### src/rtl/shift_sequencer.sv
// shift_sequencer: multi-cycle WIDTH-bit shifter, one single-bit shift per clock for a programmed amount.
// Optional feature macro: SHIFT_SEQ_ROTATE_EN (when undefined, op=11 behaves as logical right).
`timescale 1ns/1ps
module shift_sequencer #(
  parameter int WIDTH = 16
) (
  input  logic             clk,
  input  logic             rst,
  input  logic             start,
  input  logic [1:0]       op,
  input  logic [3:0]       amt,
  input  logic [WIDTH-1:0] din,
  output logic [WIDTH-1:0] dout,
  output logic             cout,
  output logic             busy,
  output logic             done,
  output logic [1:0]       dbg_state
);

  // Handshake: start is sampled only in IDLE or DONE; busy is high while shifting;
  // done is a one-cycle pulse during which dout/cout are final. A start in the
  // done cycle is accepted at that same edge (back-to-back).
  typedef enum logic [1:0] {
    ST_IDLE  = 2'd0,
    ST_SHIFT = 2'd1,
    ST_DONE  = 2'd2
  } state_t;

  state_t           r_state;
  logic [WIDTH-1:0] r_dout;
  logic             r_cout;
  logic             r_busy;
  logic             r_done;
  logic [3:0]       r_cnt;
  logic [1:0]       r_mode;

  logic [WIDTH-1:0] w_shift_dout;
  logic             w_shift_cout;

  always_comb begin
    w_shift_dout = r_dout;
    w_shift_cout = r_dout[0];
    case (r_mode)
      2'b00: begin
        w_shift_dout = {r_dout[WIDTH-2:0], 1'b0};
        w_shift_cout = r_dout[WIDTH-1];
      end
      2'b01: w_shift_dout = {1'b0, r_dout[WIDTH-1:1]};
      2'b10: w_shift_dout = {r_dout[WIDTH-1], r_dout[WIDTH-1:1]};
      default: begin
`ifdef SHIFT_SEQ_ROTATE_EN
        w_shift_dout = {r_dout[0], r_dout[WIDTH-1:1]};
`else
        w_shift_dout = {1'b0, r_dout[WIDTH-1:1]};
`endif
      end
    endcase
  end

  always_ff @(posedge clk) begin
    if (rst) begin
      r_state <= ST_IDLE;
      r_dout  <= '0;
      r_cout  <= 1'b0;
      r_busy  <= 1'b0;
      r_done  <= 1'b0;
      r_cnt   <= 4'd0;
      r_mode  <= 2'b00;
    end else begin
      case (r_state)
        ST_SHIFT: begin
          r_dout <= w_shift_dout;
          r_cout <= w_shift_cout;
          r_cnt  <= r_cnt - 4'd1;
          // cnt is at least 1 here, so the decrement never wraps.
          if (r_cnt == 4'd1) begin
            r_state <= ST_DONE;
            r_busy  <= 1'b0;
            r_done  <= 1'b1;
          end
        end
        default: begin
          r_done <= 1'b0;
          if (start) begin
            r_dout <= din;
            r_cnt  <= amt;
            r_mode <= op;
            r_cout <= 1'b0;
            if (amt != 4'd0) begin
              r_state <= ST_SHIFT;
              r_busy  <= 1'b1;
            end else begin
              r_state <= ST_DONE;
              r_done  <= 1'b1;
            end
          end else begin
            r_state <= ST_IDLE;
          end
        end
      endcase
    end
  end

  assign dout      = r_dout;
  assign cout      = r_cout;
  assign busy      = r_busy;
  assign done      = r_done;
  assign dbg_state = r_state;

endmodule

### config.mk
export PLATFORM = sky130hd
export DESIGN_NAME = shift_sequencer
export DESIGN_NICKNAME = d
export VERILOG_FILES = /design/src/rtl/shift_sequencer.sv
export SDC_FILE = /design/constraint.sdc
export NUM_CORES = 1
export LEC_CHECK = 0
export CELL_PAD_IN_SITES_DETAIL_PLACEMENT = 1
export CELL_PAD_IN_SITES_GLOBAL_PLACEMENT = 2
export CORE_ASPECT_RATIO = 2
export CORE_MARGIN = 2
export CORE_UTILIZATION = 25
export CTS_CLUSTER_DIAMETER = 150
export DETAILED_ROUTE_END_ITERATION = 6
export GPL_TIMING_DRIVEN = 0
export HOLD_SLACK_MARGIN = 0.02
export PLACE_DENSITY = 0.77
export SLEW_MARGIN = 5
export SYNTH_ARGS = -nofsm -noshare
export SYNTH_HDL_FRONTEND = slang
export SYNTH_SLANG_ARGS = --single-unit
### constraint.sdc
create_clock -name clk -period 1.4 [get_ports clk]
set_input_delay 0.21 -clock clk [delete_from_list [all_inputs] [get_ports clk]]
set_output_delay 0.21 -clock clk [all_outputs]
set_load 0.01 [all_outputs]
# After elaboration in Yosys (flattened, before gate mapping)
# Cells that the tools add are included.
# op_classes
addsub	1
n_reduce_logical	7
mux	20
n_eq_ne	5
n_bitwise	1
# ops
op	count
$mux W16	2
$pmux W16 S2	1
$mux W1	11
$mux W2	4
$mux W4	2
$eq A4 B1 Y1 const B	1
$ne A2 B2 Y1 const B	2
$reduce_and A2 Y1	2
$reduce_bool A2 Y1	2
$reduce_bool A4 Y1	1
$sub A4 B1 Y4 const B	1
$reduce_and A3 Y1	1
$eq A2 B1 Y1 const B	1
$eq A2 B2 Y1 const B	1
$logic_not A2 Y1	1
$not A1 Y1	1
# word_totals
word_cells	42
inputBits	25
reg_bits	27
out_inout_bits	21

# Longest topological paths before layout
# Gate-level depths: netlist of run 1.
# logic_depth
word_depth	4
mapped_depth	5
mapped_depth_nobuf	5

# Worst setup path after synthesis of run 1
# Ideal clock, no wire load.
# synth_path
kind	register to register
start	reg r_cnt[0]
end	reg r_busy (netlist: busy)
synth_period_minus_slack_ns	1.296
setup_ns	0.132
setup_slack_ns	0.104
required_time_ns	1.268
n_path_buf	0
arrival_time_ns	1.164
stages_incl_launch_ff	5
cell_sequence	dfxtp_1 -> ha_1 -> or3b_2 -> o21ai_0 -> a21oi_1
# synth_between
elab_chain_cells	3
# synth_lines
item	line	rtl
start: declaration	34	logic [3:0] r_cnt;
start signal: assignment	74	r_cnt <= r_cnt - 4'd1;
start signal: assignment	86	r_cnt <= amt;
$eq A4 B1 Y1	76	if (r_cnt == 4'd1) begin
$ne A2 B2 Y1 (no source line)	-	
$reduce_and A3 Y1 (no source line)	-	
end signal: assignment	65	r_busy <= 1'b0;
end signal: assignment	78	r_busy <= 1'b0;
end signal: assignment	91	r_busy <= 1'b1;
end: declaration	32	logic r_busy;
# No other way between the ends.
# A chain may end at the register's enable or synchronous reset.

# Worst setup path after layout of run 1
# layout_path
start	in amt[0]
end	reg r_state[1] (netlist: dbg_state[1])
# layout_between
elab_chain_cells	4
# layout_lines
item	line	rtl
start: declaration	11	input logic [3:0] amt,
$reduce_bool A4 Y1	89	if (amt != 4'd0) begin
$mux W2	89	
$mux W2	84	if (start) begin
$mux W2	70	case (r_state)
end signal: assignment	77	r_state <= ST_DONE;
end signal: assignment	90	r_state <= ST_SHIFT;
end signal: assignment	93	r_state <= ST_DONE;
end: declaration	29	state_t r_state;
# No other way between the ends.

==> impl_metrics.yaml, run 1 <==
placement:
  hpwl_um: 3220
  place.gp.congestion: 0.765
  placed_cell_area_sq_um: 1860
  dp_cells: 259
  io_buffers: 43
power:
  switching_share: 0.314
  ir_worst_vdd_mv: 0.585
  p_leak_nw: 0.912
  seqPwrFrac: 0.466
  power.density_nw_per_um2: 982
  p_int_mw: 1.33
  clock_power_share: 0.224
  comb_power_share: 0.310
  p_switching_uw: 609
logic_synthesis:
  postSynthAreaPerCell_sq_um: 8.71
  syn_nets: 183
  synth_seq_cells: 26
  synth_ff_type: "dfxtp_1"
  ys_seq_area_frac: 0.383
  netlist_area_sq_um: 1360
  yosys_warnings: 0
  syn_inst: 156
  synthArstFlopShare: 0
  synth_common_cells: "26 x dfxtp_1, 20 x a21oi_1, 18 x nand2_1"
  synth_edf_count: 0
  synthTopCellsByArea: "dfxtp_1 38%, mux2i_1 10%, a221oi_1 9.0%"
  yosys.cell_count.top_type: "dfxtp_1"
  yosys.area.top_type: "dfxtp_1"
  ys_types: 33
  netlist.area_leader.share: 0.383
floorplan:
  die_h_um: 108
  num_rows: 38
  io_pins: 46
  die_area_sq_um: 6080
  initial_core_util: 0.255
  dieWidth_um: 56.1
  core_sq_um: 5330
drt:
  post_drt_wl_per_cell_um: 16.9
  ant_nets: 0
  drt-pass1-iter-count: 4
  dr_total_vias: 1398
  drc: 0
  drtIter0Drc: 13
  via_per_inst: 5.30
  finalWirelength_um: 4460
timing:
  final_hold_viol_count: 0
  finClkSkew_ns: 0.00418
  drv_slew: 0
  clock.fmax_mhz: 727
  finalCritPeriodShare: 0.983
  setup_violations: 0
  worst_slew_pin_slew_ns: 0.556
  tns_ns: 0
  slew_headroom: 0.629
  min_period_ns: 1.38
setup_path:
  critPathLaunchType: "input pin"
  cp.arrival_ns: 1.60
  worstSetupPathType: "input pin to flip-flop"
  critPathMaxStageDelay_ns: 0.58
  cp.required_ns: 1.62
  crit_chain: "clkdlybuf4s50_1, or4_4, nor3_1, o21ba_2"
  cp_max_fo: 3
  crit_family: "simple AND/OR/NAND/NOR gates"
  cp_slowest_cell: "or4_4"
  cp.buffers_inverters: 1
  end_kind: "flip-flop"
grt:
  track_usage: 0.148
  grt-ovfl-total: 0
  grt_pass1_vias: 1487
  grt_max_degree: 14
  grt_pass1_wl_um: 7380
  antenna_found_initial: 0
finish:
  fin_cells: 264
  drive_above_1_share: 0.172
  fin_area_sq_um: 1970
  syn_to_final_growth_pct: 45.3
  diodes: 0
  layout.nets: 233
clock_network:
  cts_htree_levels: 1
  clk_path_buf_depth: 2
  cts.reportedPaths.clkPinSlew_ns: 0.09
  cts_tree: "yes"
  cts.sinks: 26
  numCtsBuffers: 3
  insertion_delay_ns: 0.27
  cts.hold.buffers_added: 0
  cts_root_buf: "clkbuf_8"
outcome:
  status: "finished, final reports clean"
job:
  maxCapViolCount: 0
min_path:
  hp-class: "input pin to flip-flop"
## worst min-delay path, stage by stage
cell and delay, ns:
buf_2 0.15, o21ai_0 0.18, a2111oi_1 0.08
## layer usage
metal,vias to the layer above,share of wire,global-route usage
met5,-,0,0
met4,0,0.0025,0.0255
met3,2,0.053,0.0191
met2,54,0.49,0.255
met1,672,0.45,0.200
li1,670,-,-
## power groups by stage
| stage | Combinational [mW] | Sequential, mW | Clock, mW |
|---|---|---|---|
| after floorplan | 0.305 | 0.921 | 0 |
| after global placement | 0.579 | 0.914 | 0 |
| after detailed placement | 0.595 | 0.916 | 0 |
| after CTS | 0.576 | 0.904 | 0.442 |
| after global routing | 0.660 | 0.919 | 0.462 |
| final | 0.600 | 0.904 | 0.434 |
## repair_timing
| item | CTS | global route |
|---|---|---|
| resized for setup | 25 | 17 |
| endpoints found under the setup margin | 25 | 28 |
| pin swaps | 0 | 3 |
| buffers inserted | 0 | 2 |
## sequential cells by signal, summed over array words and instances, names as in the netlist
signal	count
dbg_state	2
busy	1
r_cnt	4
r_mode	2
cout	1
dout	16
## per-stage QoR
stage               setup WS [ns]  power [mW]  utilization  hold WS [ns]
finish                     0.0243        1.94        0.371         0.389
floorplan                   0.104        1.23            -         0.358
global route              -0.0185        2.04        0.371         0.425
CTS                      0.000867        1.92        0.357         0.398
global placement           -0.243        1.49        0.350         0.467
detailed placement         -0.272        1.51        0.350         0.486
## worst paths after layout
kind | from | to | slack, ns | depth (start not counted)
max | amt[0] | dbg_state[1]$_SDFFE_PP0P_ | 0.02 | 4
min | start | dout[15]$_SDFFE_PP0P_ | 0.39 | 3
min reg2reg | r_cnt[0]$_SDFFE_PP0P_ | r_cnt[0]$_SDFFE_PP0P_ | 0.50 | 1
max reg2reg | dbg_state[1]$_SDFFE_PP0P_ | r_cnt[0]$_SDFFE_PP0P_ | 0.12 | 4
## cell families after synthesis
group	share of synthesized area
AOI/OAI and AO/OA	0.253
adders and majority gates	0.0184
DFF	0.383
buffers and inverters	0.0783
and+or+nand+nor	0.156
muxes	0.111
## layout by cell type (no fill, tap or decap), types with 2 or more instances in the layout
cell type,Yosys,routed
nor2_1,2,2
o21ai_0,8,7
dlymetal6s2s_1,0,6
a21oi_1,20,20
buf_4,2,4
inv_1,4,4
nor3_1,2,2
a221oi_1,14,11
dfxtp_2,0,11
dfxtp_1,26,15
nand3_1,6,6
a211oi_1,3,3
clkdlybuf4s50_1,0,24
buf_2,6,4
or3_1,2,2
nor2b_1,4,3
nand2_1,18,18
a31oi_1,2,2
clkbuf_8,0,3
ha_1,2,2
mux2i_1,14,14
dlygate4sd2_1,0,13
a221oi_2,0,3
clkbuf_1,6,5
## cell type report
cell class,count,area (sq um)
well taps,60,75.1
multi-input cells,110,759
clock buffers,3,41.3
fillers,644,3350
inverters,4,15.0
plain buffers,16,105
flip-flops and latches,26,534
repair buffers,45,444
No activity file was read; power rests on OpenSTA's default activity.
==> inputs of run 2 (changes only) <==
GPL_TIMING_DRIVEN = not set   (was 0)
==> impl_metrics.yaml, run 2 (synthesized netlist as in run 1, its figures left out) <==
outcome:
  status: "finished, final reports clean"
floorplan:
  num_rows: 38
  io_pins: 46
  core_sq_um: 5330
  dieWidth_um: 56.1
  initial_core_util: 0.255
  die_h_um: 108
  die_area_sq_um: 6080
power:
  power.density_nw_per_um2: 986
  p_leak_nw: 0.915
  ir_worst_vdd_mv: 0.502
setup_path:
  crit_chain: "clkdlybuf4s50_1"
  critPathMaxStageDelay_ns: 0.53
  cp_max_fo: 2
  end_kind: "primary output"
  cp_slowest_cell: "clkdlybuf4s50_1"
  cp.buffers_inverters: 1
  worstSetupPathType: "flip-flop to primary output"
  critPathLaunchType: "flip-flop"
  cp.required_ns: 1.19
  cp.arrival_ns: 1.14
  crit_family: "buffers and inverters"
grt:
  grt_max_degree: 27
  grt_pass1_wl_um: 6800
  grt_pass1_vias: 1472
  track_usage: 0.135
  grt-ovfl-total: 0
  antenna_found_initial: 0
timing:
  setup_violations: 0
  drv_slew: 0
  slew_headroom: 0.771
  worst_slew_pin_slew_ns: 0.343
  rsz0062_at_grt: "yes"
  final_hold_viol_count: 0
  finalCritPeriodShare: 0.967
  clock.fmax_mhz: 738
  finClkSkew_ns: 0.00308
  min_period_ns: 1.35
  tns_ns: 0
finish:
  mostFrequentLayoutCells: "25 x clkdlybuf4s50_1, 20 x a21oi_1, 18 x nand2_1, 18 x dfxtp_1, 16 x dlygate4sd2_1"
  ff_latch_area_sq_um: 531
  multi_input_area_sq_um: 747
  final_common_cell: "clkdlybuf4s50_1"
  diodes: 0
  largest_reg_flops: 16
  nFillCells: 655
  drive_above_1_share: 0.171
  syn_to_final_growth_pct: 47.4
  post-route-util: 0.376
  layout.nets: 233
  fin_area_sq_um: 2000
clock_network:
  cts.sinks: 26
  cts_tree: "yes"
  clk_path_buf_depth: 2
  post_cts_buffers: 0
  cts_htree_levels: 1
  insertion_delay_ns: 0.27
  numCtsBuffers: 3
  cts.reportedPaths.clkPinSlew_ns: 0.09
  cts_root_buf: "clkbuf_8"
drt:
  drtIter0Drc: 11
  post_drt_wl_per_cell_um: 15.1
  dr_total_vias: 1333
  ant_nets: 0
  finalWirelength_um: 4000
  drt-pass1-iter-count: 3
  via_per_inst: 5.03
  drc: 0
placement:
  io_buffers: 45
  place.gp.congestion: 0.740
  hpwl_um: 2960
  placed_cell_area_sq_um: 1930
min_path:
  hp-class: "flip-flop to flip-flop"
job:
  maxCapViolCount: 0
run 2: cell types whose count changed in the layout (fill, tap and decap cells not counted), moves of 2 or more:
cell,change
buf_4,+9
clkbuf_1,-5
buf_2,-4
a221oi_1,+3
a221oi_2,-3
dfxtp_1,+3
dfxtp_2,-3
dlygate4sd2_1,+3
buf_6,+2
dlymetal6s2s_1,-2
run 2: layout make-up:
type                       instances  area share
multi-input combinational        110       0.373
sequential                        26       0.265
clock buffer                       4      0.0275
timing repair buffer              61       0.290
inverter                           4     0.00750
tap                               60      0.0375
run 2: routing by layer:
metal | routed length, um | up-vias | track usage
li1 | - | 673 | -
met4 | 10 | 0 | 0.0306
met5 | 0 | - | 0
met2 | 1900 | 39 | 0.236
met1 | 1870 | 619 | 0.171
met3 | 216 | 2 | 0.0251
run 2: per-stage QoR:
stage	setup slack, ns	cells	power [mW]	hold slack [ns]
6_report	0.0456	265	1.98	0.494
3_5_place_dp	-0.170	261	1.52	0.478
4_1_cts	0.000282	265	2.00	0.491
2_1_floorplan	0.104	156	1.23	0.358
5_1_grt	-0.00674	265	2.12	0.496
3_3_place_gp	-0.148	261	1.50	0.476
run 2: path summary, 6_finish.rpt:
kind / from / end / slack [ns] / cells after the start
worst min register to register: busy$_SDFFE_PP0P_ / busy$_SDFFE_PP0P_ / 0.49 / 2
worst max-delay path: cout$_SDFFE_PP0P_ / cout / 0.05 / 1
worst min-delay path: busy$_SDFFE_PP0P_ / busy$_SDFFE_PP0P_ / 0.49 / 2
worst max register to register: r_cnt[0]$_SDFFE_PP0P_ / r_cnt[3]$_SDFFE_PP0P_ / 0.05 / 4
run 2: power breakdown:
group | internal [mW] | switching, mW | leakage (nW)
logic | 0.319 | 0.268 | 0.669
registers | 0.822 | 0.0762 | 0.218
clock network | 0.252 | 0.239 | 0.0288
total | 1.39 | 0.584 | 0.915
run 2: timing repair:
item | in CTS | in global routing
endpoints found under the setup margin | 20 | 9
gates resized for setup | 24 | 11
gates cloned | 0 | 0
hold buffers | 0 | 0
==> variant 1 (config.mk and constraints of run 2) <==
Put one more register stage on the output `cout`, cleared by the reset. The value now appears one clock later. The other outputs are not delayed to match. Comments in the files are not updated.
--- a/src/rtl/shift_sequencer.sv
+++ b/src/rtl/shift_sequencer.sv
@@ -102,7 +102,13 @@
   end
 
   assign dout      = r_dout;
-  assign cout      = r_cout;
+  always_ff @(posedge clk) begin
+    if (rst) begin
+      cout <= '0;
+    end else begin
+      cout <= r_cout;
+    end
+  end
   assign busy      = r_busy;
   assign done      = r_done;
   assign dbg_state = r_state;
Function: changed (Yosys sat finds a counterexample within 4 cycles, from zero or initial values and one cycle with rst high).
==> variant 1 against run 2 <==
- combinational power is 3% higher
- count of clock-buffer cells in the layout is 1 lower
- routed wire length is 4.9% higher
- design area is 2.3% higher
- area after synthesis is 1.9% higher
- largest cell class unchanged
- setup slack better by 0.019 ns
- highest routed layer unchanged
- total power is 0.55% higher
- sequential cell count is 1 higher
==> variant 1: results (changes against run 2) <==
postSynthNetCount: 185  # was 183
synth.mux.area_fraction: 0.109  # was 0.111
grt_pass1_wl_mm: 6.76  # was 6.80 mm
grt_max_degree: 31  # was 27
timing.slew.headroom: 0.711  # was 0.771
clock_area_frac: 0.0238  # was 0.0275
place_ws_ns: -0.191  # was -0.170 ns
path_max_fanout: 1  # was 2
routedWlPerCell_um: 15.7  # was 15.1 um
status: "finished clean"  # unchanged
ff_latch_area_um2: 552  # was 531 um2
grt_util_all_layers: 0.138  # was 0.135
first_iter_violations: 35  # was 11
placed_cells: 263  # was 261
num-multi-input-gates: 111  # was 110
dpl_cell_area_um2: 1990  # was 1930 um2
ys_seq_area_frac: 0.390  # was 0.383
drive_gt1_frac: 0.164  # was 0.171
bufAreaShareNonClock: 0.298  # was 0.290
synth_adder_area_share: 0.0181  # was 0.0184
cts.repair.resized: 27  # was 24
multi_input_area_share: 0.365  # was 0.373
routabilityCongestion: 0.767  # was 0.740
synth_area_leaders: "dfxtp_1, mux2i_1, a221oi_1"  # unchanged
synth_cell_types: 32  # was 33
min_path_cells: 1  # was 2
synth_compound_area_frac: 0.248  # was 0.253
grt_pass1_vias: 1513  # was 1,472
ir_worst_vdd_mv: 0.445  # was 0.502 mV
[variant 1: routing by layer]
metal	vias up	share of wire	GRT usage
met5	-	0	0
met4	0	0.030	0.0697
met3	8	0.030	0.0142
met2	28	0.59	0.287
met1	684	0.35	0.125
li1	679	-	-
[variant 1: path summary, 6_finish.rpt]
path | from | to | slack, ns
setup / recovery | cout | cout | 0.06
hold / removal | r_cout | cout | 0.48
setup reg to reg | dbg_state[1] | r_cnt[3] | 0.08
hold reg to reg | r_cout | cout | 0.48
[variant 1: metrics by stage]
stage	util	TNS, ns
final	0.381	0
after global routing	0.381	0
after CTS	0.379	0
after detailed placement	0.371	-0.857
after global placement	0.371	-0.431
after floorplan	-	0
[variant 1: power by group]
| group | internal [mW] | switching (mW) | leakage (nW) |
|---|---|---|---|
| registers | 0.852 | 0.0772 | 0.226 |
| clock network | 0.202 | 0.251 | 0.0217 |
| logic | 0.329 | 0.276 | 0.684 |
| total | 1.38 | 0.604 | 0.932 |
==> variant 2 (flow settings as in run 2) <==
Made on the original files. Build with the macro `SHIFT_SEQ_ROTATE_EN` defined.
--- a/src/rtl/shift_sequencer.sv
+++ b/src/rtl/shift_sequencer.sv
@@ -1,6 +1,8 @@
 // shift_sequencer: multi-cycle WIDTH-bit shifter, one single-bit shift per clock for a programmed amount.
 // Optional feature macro: SHIFT_SEQ_ROTATE_EN (when undefined, op=11 behaves as logical right).
 `timescale 1ns/1ps
+`define SHIFT_SEQ_ROTATE_EN
+
 module shift_sequencer #(
   parameter int WIDTH = 16
 ) (
Function: changed (Yosys sat finds a counterexample within 4 cycles, from zero or initial values and one cycle with rst high).
==> variant 2 against run 2 <==
- sequential power is 0.4% lower
- design area increased by 6.7%
- routed wire length up 13%
- maximum frequency grew 1.8%
- global-route usage rose by 1.1 points
- non-clock buffer count up 1
- worst hold slack worse by 0.037 ns
- area after synthesis up 6.4%
- total power is 19% higher
- clock skew rose by 0.0012 ns
- setup slack better by 0.024 ns
- combinational power increased by 3%
- sequential cell count unchanged
==> variant 2: results (changes against run 2) <==
status: "finished clean"  # unchanged
placed_cells: 278  # was 261
cts.reportedPaths.clkPinSlew_ns: 0.07  # was 0.09 ns
cts_made_buffers: 3  # unchanged
worstRegToRegCells: 6  # was 4
clkPwrFrac: 0.362  # was 0.248
multi_input_area_um2: 791  # was 747 um2
crit_arrival_ns: 1.12  # was 1.14 ns
switching_share: 0.273  # was 0.295
drive_gt1_frac: 0.131  # was 0.171
cts.repair.resized: 19  # was 24
period_share: 0.950  # was 0.967
routabilityCongestion: 0.812  # was 0.740
num-nonclk-buffers: 62  # was 61
power.density_nw_per_um2: 1100  # was 986 nW/um2
bufAreaShareNonClock: 0.293  # was 0.290
holdWs_ns: 0.458  # was 0.494 ns
crit_path_end: "busy"  # was cout
timing.rr.end: "dout[15]"  # was r_cnt[3]
syn_inst: 172  # was 156
seqPwrFrac: 0.381  # was 0.454
worstReg2RegStart: "dbg_state[0]"  # was r_cnt[0]
ys_seq_area_frac: 0.360  # was 0.383
power_leader: "sequential cells"  # unchanged
clock_area_frac: 0.0492  # was 0.0275
final_nets: 249  # was 233
skew_ns: 0.00430  # was 0.00308 ns
synth_area_per_cell_um2: 8.40  # was 8.71 um2
synth_area_leaders: "dfxtp_1, a311oi_1, a211oi_1"  # was dfxtp_1, mux2i_1, a221oi_1
r2r_setup_slack_ns: 0.10  # was 0.05 ns
grt_pass1_vias: 1588  # was 1,472
hold_end: "busy"  # unchanged
ir_worst_vdd_mv: 0.656  # was 0.502 mV
tightest_slew_ns: 0.354  # was 0.343 ns
nFillCells: 672  # was 655
vias: 1482  # was 1,333
num-multi-input-gates: 125  # was 110
routedWlPerCell_um: 16.0  # was 15.1 um
synth_cell_types: 34  # was 33
dpl_cell_area_um2: 2030  # was 1930 um2
synthTopCellsByCount: "dfxtp_1, nand2_1, o21ai_0, a211oi_1, a311oi_1"  # was dfxtp_1, a21oi_1, nand2_1, a221oi_1, mux2i_1
p_leak_nw: 0.909  # was 0.915 nW
critPathLaunch: "busy"  # was cout
grt_pass1_wl_mm: 7.45  # was 6.80 mm
cts-root-buf: "clkbuf_16"  # was clkbuf_8
first_iter_violations: 20  # was 11
-- variant 2: per-stage QoR --
stage | setup TNS [ns] | power [mW]
6_report | 0 | 2.35
5_1_grt | 0 | 2.47
4_1_cts | 0 | 2.38
3_5_place_dp | -2.43 | 1.55
3_3_place_gp | -1.92 | 1.55
2_1_floorplan | 0 | 1.24
-- variant 2: worst reg2reg max path, stage by stage (launching register included) --
cell and delay (ns):
dfxtp_1 0.32, nor2b_2 0.18, buf_4 0.15, buf_6 0.18, nor2_1 0.06, a211o_1 0.23, a21oi_2 0.12
-- variant 2: logic make-up after synthesis --
group                    count (synthesis)  synth area share
adder cells (fa/ha/maj)                  2            0.0173
buffers and inverters                   21            0.0926
AND/OR/NAND/NOR                         56             0.206
multiplexers                             3            0.0208
flip-flops                              26             0.360
AO/OA/AOI/OAI                           64             0.303
-- variant 2: layer usage --
metal	up-vias	part of all wire	global-route usage
met2	31	0.56	0.283
met5	-	0	0
met1	717	0.38	0.147
met4	0	0.025	0.0667
met3	6	0.030	0.0151
li1	728	-	-
